File: src/rtl/t01_preview_queue.sv
// Multi-slot "next pieces" preview: shadow queue committed at frame start,
// optional slide-up animation, 2-stage registered pixel colour.
// Ports: clk, rst (sync, active-high), x/y pixel position, frame_start pulse,
//        push_valid/push_data/push_ready queue advance, anim_busy, color_out.
module t01_preview_queue #(
    parameter int NUM_SLOTS  = 3,
    parameter int CELL_PX    = 20,
    parameter int SLOT_GAP   = 10,
    parameter int START_X    = 420,
    parameter int START_Y    = 100,
    parameter int BORDER_PX  = 2,
    parameter int ANIMATE    = 1,
    parameter int SLIDE_STEP = 10
) (
    input  logic        clk,
    input  logic        rst,
    input  logic [9:0]  x,
    input  logic [9:0]  y,
    input  logic        frame_start,
    input  logic        push_valid,
    input  logic [47:0] push_data,
    output logic        push_ready,
    output logic        anim_busy,
    output logic [2:0]  color_out
);

    localparam int SLOT_PITCH = 4 * CELL_PX + SLOT_GAP;
    localparam int WIN_W      = 4 * CELL_PX;
    localparam int WIN_H      = NUM_SLOTS * SLOT_PITCH - SLOT_GAP;

    localparam logic [10:0] X0   = 11'(START_X);
    localparam logic [10:0] X1   = 11'(START_X + WIN_W);
    localparam logic [10:0] Y0   = 11'(START_Y);
    localparam logic [10:0] Y1   = 11'(START_Y + WIN_H);
    localparam logic [10:0] BX0  = 11'(START_X - BORDER_PX);
    localparam logic [10:0] BX1  = 11'(START_X + WIN_W + BORDER_PX);
    localparam logic [10:0] BY0  = 11'(START_Y - BORDER_PX);
    localparam logic [10:0] BY1  = 11'(START_Y + WIN_H + BORDER_PX);
    localparam logic [10:0] SPAN = 11'(NUM_SLOTS * SLOT_PITCH);

    localparam logic [9:0] PITCH10 = 10'(SLOT_PITCH);
    localparam logic [9:0] CELL10  = 10'(CELL_PX);
    localparam logic [9:0] WIN_W10 = 10'(WIN_W);
    localparam logic [9:0] STEP10  = 10'(SLIDE_STEP);
    localparam logic [9:0] START10 = (ANIMATE != 0) ? PITCH10 : 10'd0;

    // Number of whole steps contained in v, saturating at 3.
    function automatic logic [1:0] bucket(input logic [9:0] v,
                                          input logic [9:0] step);
        logic [1:0] b;
        b = 2'd0;
        for (int k = 1; k < 4; k++) begin
            if (v >= 10'(k) * step) b = 2'(k);
        end
        return b;
    endfunction

    // Slots beyond NUM_SLOTS stay zero; fixed depth keeps 2-bit indexing safe.
    logic [47:0] shadow [4];
    logic [47:0] disp   [4];
    logic        pending;
    logic [9:0]  anim_offset;

    assign push_ready = !pending;
    assign anim_busy  = (anim_offset != 10'd0);

    wire push_fire = push_valid && !pending;

    always_ff @(posedge clk) begin
        if (rst) begin
            for (int i = 0; i < 4; i++) begin
                shadow[i] <= '0;
                disp[i]   <= '0;
            end
            pending     <= 1'b0;
            anim_offset <= '0;
        end else begin
            if (frame_start && pending) begin
                for (int i = 0; i < 4; i++) disp[i] <= shadow[i];
                pending     <= 1'b0;
                anim_offset <= START10;
            end else if (frame_start) begin
                anim_offset <= (anim_offset > STEP10) ?
                               anim_offset - STEP10 : 10'd0;
            end
            // push_fire implies pending=0, so it never collides with a commit.
            if (push_fire) begin
                for (int i = 0; i < 3; i++) begin
                    if (i < NUM_SLOTS - 1) shadow[i] <= shadow[i+1];
                end
                shadow[NUM_SLOTS-1] <= push_data;
                pending <= 1'b1;
            end
        end
    end

    // Stage 1: region classification and cell coordinates.
    logic [10:0] xe, ye;
    logic [9:0]  dy, ly, dx, w_c;
    logic [1:0]  slot_c;
    logic        in_win, in_brd, cell_c;

    always_comb begin
        xe     = {1'b0, x};
        ye     = {1'b0, y};
        in_win = (xe >= X0) && (xe < X1) && (ye >= Y0) && (ye < Y1);
        in_brd = (xe >= BX0) && (xe < BX1) && (ye >= BY0) && (ye < BY1)
                 && !in_win;
        // Only meaningful when in_win, which guards every use.
        dy     = 10'(ye - Y0);
        dx     = 10'(xe - X0);
        ly     = dy - anim_offset;
        slot_c = bucket(ly, PITCH10);
        w_c    = ly - 10'(slot_c) * PITCH10;
        cell_c = in_win && (dy >= anim_offset) && ({1'b0, ly} < SPAN)
                 && (w_c < WIN_W10);
    end

    logic       s1_border, s1_cell;
    logic [1:0] s1_slot, s1_col;
    logic [9:0] s1_w;

    always_ff @(posedge clk) begin
        if (rst) begin
            s1_border <= 1'b0;
            s1_cell   <= 1'b0;
            s1_slot   <= '0;
            s1_col    <= '0;
            s1_w      <= '0;
        end else begin
            s1_border <= in_brd;
            s1_cell   <= cell_c;
            s1_slot   <= slot_c;
            s1_col    <= bucket(dx, CELL10);
            s1_w      <= w_c;
        end
    end

    // Stage 2: cell lookup in the committed display slots.
    logic [1:0] row;
    logic [5:0] bit_ofs;

    always_comb begin
        row     = bucket(s1_w, CELL10);
        bit_ofs = 6'({row, s1_col}) * 6'd3;
    end

    always_ff @(posedge clk) begin
        if (rst) begin
            color_out <= 3'b000;
        end else if (s1_border) begin
            color_out <= 3'b111;
        end else if (s1_cell) begin
            color_out <= disp[s1_slot][bit_ofs +: 3];
        end else begin
            color_out <= 3'b000;
        end
    end

endmodule
File: config.mk
export PLATFORM = sky130hd
export DESIGN_NAME = t01_preview_queue
export DESIGN_NICKNAME = d
export VERILOG_FILES = /design/src/rtl/t01_preview_queue.sv
export SDC_FILE = /design/constraint.sdc
export NUM_CORES = 1
export LEC_CHECK = 0
export CORE_AREA = 2 2 173 175
export CTS_CLUSTER_SIZE = 40
export DETAILED_ROUTE_END_ITERATION = 16
export DIE_AREA = 0 0 175 177
export PLACE_DENSITY_LB_ADDON = 0.25
export SLEW_MARGIN = 20
export SYNTH_ARGS = -nofsm -noshare
export SYNTH_HDL_FRONTEND = slang
export SYNTH_SLANG_ARGS = --single-unit
File: constraint.sdc
create_clock -name clk -period 8.7 [get_ports clk]
set_clock_uncertainty 0.2 [all_clocks]
set_input_delay 1.305 -clock clk [delete_from_list [all_inputs] [get_ports clk]]
set_output_delay 1.305 -clock clk [all_outputs]
set_load 0.02 [all_outputs]
==> impl_metrics.json <==
{
  "crit_family": "simple AND/OR/NAND/NOR gates",
  "maxClockFrequency_ghz": 0.163,
  "status": "finished clean",
  "relSlewSlack_pct": 40.8,
  "peakVddDrop_uv": 165,
  "synth_area_leaders": "edfxtp_1 (60%), and2_1 (13%), mux4_2 (5.7%)",
  "critPathMaxStageDelay_ns": 0.54,
  "final_cell_mix": "and2_1 (293), edfxtp_1 (288), clkdlybuf4s50_1 (76)",
  "netlist_instances": 1039,
  "use_met3_pct": 2.88,
  "grt_max_degree": 112,
  "wirelength_um": 25100,
  "port_buffers": 76,
  "pwr_density_cell_mw_per_mm2": 270,
  "drt-initial-drc-count": 554,
  "cp-startpoint": "y[2]",
  "hold_buffers": 0,
  "ys_types": 55,
  "h-tree-depth": 2,
  "cts_tree": "built",
  "worstMarginPinSlew_ns": 0.888,
  "synth_largest_area_cell": "edfxtp_1",
  "worstSetupPathType": "primary input to flip-flop",
  "die_w_um": 175,
  "dieArea_sq_mm": 0.0310,
  "syn_avg_cell_area_sq_um": 13.8,
  "layout-drive-gt1-share_pct": 9.15,
  "slew_viol_final": 0,
  "cts_root_buf": "clkbuf_16",
  "critPathCaptureType": "flip-flop",
  "nets": 1218,
  "critPathBufInv": 2,
  "gp_congestion": 0.844,
  "synth_edf_count": 288,
  "holdWs_ns": 0.315,
  "crit_top_cell": "ha_1",
  "p_leak_nw": 6.25,
  "ant_nets": 0,
  "hp-start": "shadow[0][27]$_SDFFCE_PN0P_",
  "grt_pass1_wl_um": 41200,
  "dp.cells": 1464,
  "cp-start-kind": "primary input",
  "io_pins": 77,
  "track_usage_pct": 16.8,
  "vias": 7922,
  "worstPathRequired_ns": 8.95,
  "clockBufferDepth": 3,
  "layout_commonest_cell": "and2_1",
  "via_per_inst": 5.19,
  "busiest_layer": "met2",
  "rsz0062_at_grt": "false",
  "grt_pass1_vias": 8042,
  "overflow": 0,
  "final_cells": 1527,
  "max_cap_violations": 0,
  "num_antenna_cells": 0,
  "post_drt_wl_per_cell_um": 16.4,
  "synth-seq-cells": 316,
  "syn-num-nets": 1146,
  "drc": 0,
  "finalHoldViolCount": 0,
  "cp_max_fo": 5,
  "cp_cell_sequence": "clkdlybuf4s50_1 > inv_1 > ha_1 > nand2b_1 > nand2_1 > xnor2_1 > ha_1 > a21o_1 > a211oi_1 > a21oi_1 > and3b_1 > nor4_1 > nand2_1 > a21o_1 > ha_1 > ha_1 > o21a_1 > o31a_1 > o21a_1 > nor2_1 > xor2_1 > and4b_1 > o2111a_1",
  "use_met2_pct": 28.2,
  "first_pass_iters": 5,
  "yosysSeqAreaShare_pct": 64.3,
  "finalSetupTns_ns": 0,
  "hp-class": "flip-flop to flip-flop",
  "netlist.area_leader.share_pct": 60.3,
  "netlist_area_sq_mm": 0.0143,
  "dp_hpwl_um": 15300,
  "synthArstFlopShare_pct": 0,
  "synthToLayoutAreaGrowth_pct": 15.6,
  "use_met1_pct": 22.7,
  "die-height_um": 177,
  "path_clk_slew_ns": 0.06,
  "ys_warn_count": 0,
  "finalSetupViolCount": 0,
  "cts_resized": 0,
  "core_area_sq_mm": 0.0292,
  "synth_ff_type": "edfxtp_1",
  "finalCritPeriodShare_pct": 70.6,
  "antenna_found_initial": 0,
  "r2r-start": "anim_offset[0]$_SDFFE_PP0P_",
  "crit_slowest_cell": "clkdlybuf4s50_1",
  "cts_buffers": 35,
  "arrival_ns": 6.39,
  "floorplan.initialDensity_pct": 49.0,
  "insertion_delay_ns": 0.51,
  "cts_setup_buffers": 0,
  "clock_sink_count": 316,
  "rows": 63,
  "period_needed_ns": 6.14
}
[synthesized netlist by cell type (3+ instances only)]
| master | instances |
|---|---|
| nand2_1 | 30 |
| o21bai_1 | 3 |
| mux4_2 | 36 |
| nand4_1 | 3 |
| a21o_1 | 4 |
| nor4_1 | 4 |
| and2_1 | 293 |
| ha_1 | 33 |
| clkbuf_1 | 40 |
| nor2b_1 | 8 |
| dfxtp_1 | 28 |
| nor3_1 | 18 |
| o21a_1 | 4 |
| mux2i_1 | 12 |
| o2111ai_1 | 3 |
| xor2_1 | 11 |
| nand2b_1 | 6 |
| a211oi_1 | 5 |
| buf_2 | 7 |
| xnor2_1 | 18 |
| edfxtp_1 | 288 |
| a31oi_1 | 8 |
| and3_1 | 4 |
| or3_1 | 4 |
| nor2_1 | 39 |
| a21oi_1 | 33 |
| nand3_1 | 8 |
| inv_1 | 30 |
| o21ai_0 | 22 |
[state kept, by name, indices dropped and copies added (netlist names), named ones only]
| signal | count |
|---|---|
| shadow | 144 |
| s1_col | 2 |
| s1_w | 8 |
| s1_cell | 1 |
| pending | 1 |
| disp | 144 |
| s1_border | 1 |
| anim_offset | 10 |
| color_out | 3 |
[per-layer routing]
layer	vias up	share of wire, %	wire length (um)
li1	3883	-	-
met3	41	4.6	1150
met5	-	0	0
met4	0	1.9	482
met1	3848	45	11300
met2	150	48	12100
[layout make-up]
class,count,area [sq um]
clock buffer,42,945
inverter,30,118
timing repair buffer,85,828
sequential,316,9210
clock inverter,21,166
multi-input combinational,643,4810
tap,390,488
fill,2304,12700
[report_power, final]
part	total, mW	switching, mW	internal (mW)
clock	1.41	0.576	0.838
combinational	1.21	0.684	0.522
sequential	1.85	0.0531	1.80
[final timing paths]
path                                                  end  slack (ns)  cells after the start
worst max-delay path                   s1_cell$_SDFF_PP0_        2.56                     23
worst max register to register         s1_cell$_SDFF_PP0_        3.97                     19
worst min-delay path            disp[0][27]$_SDFFCE_PN0P_        0.31                      1
worst min register to register  disp[0][27]$_SDFFCE_PN0P_        0.31                      1
[cell families after synthesis]
kind of cell,share of synthesized area (%)
buf+inv,2.26
simple gates,17.2
fa+ha+maj,3.16
compound gates,4.88
xor+xnor,1.77
mux,6.50
flops,64.3
[metrics by stage]
stage / worst slack (ns) / power [mW] / util [%] / area [sq um]
3_5_place_dp: 2.15 / 3.09 / 52.9 / 15500
3_3_place_gp: 2.29 / 3.07 / 52.9 / 15500
2_1_floorplan: 3.14 / 2.81 / - / 14300
6_report: 2.56 / 4.47 / 56.7 / 16600
4_1_cts: 2.64 / 4.52 / 56.7 / 16600
5_1_grt: 2.34 / 4.73 / 56.7 / 16600
No activity file was read; power rests on OpenSTA's default activity.
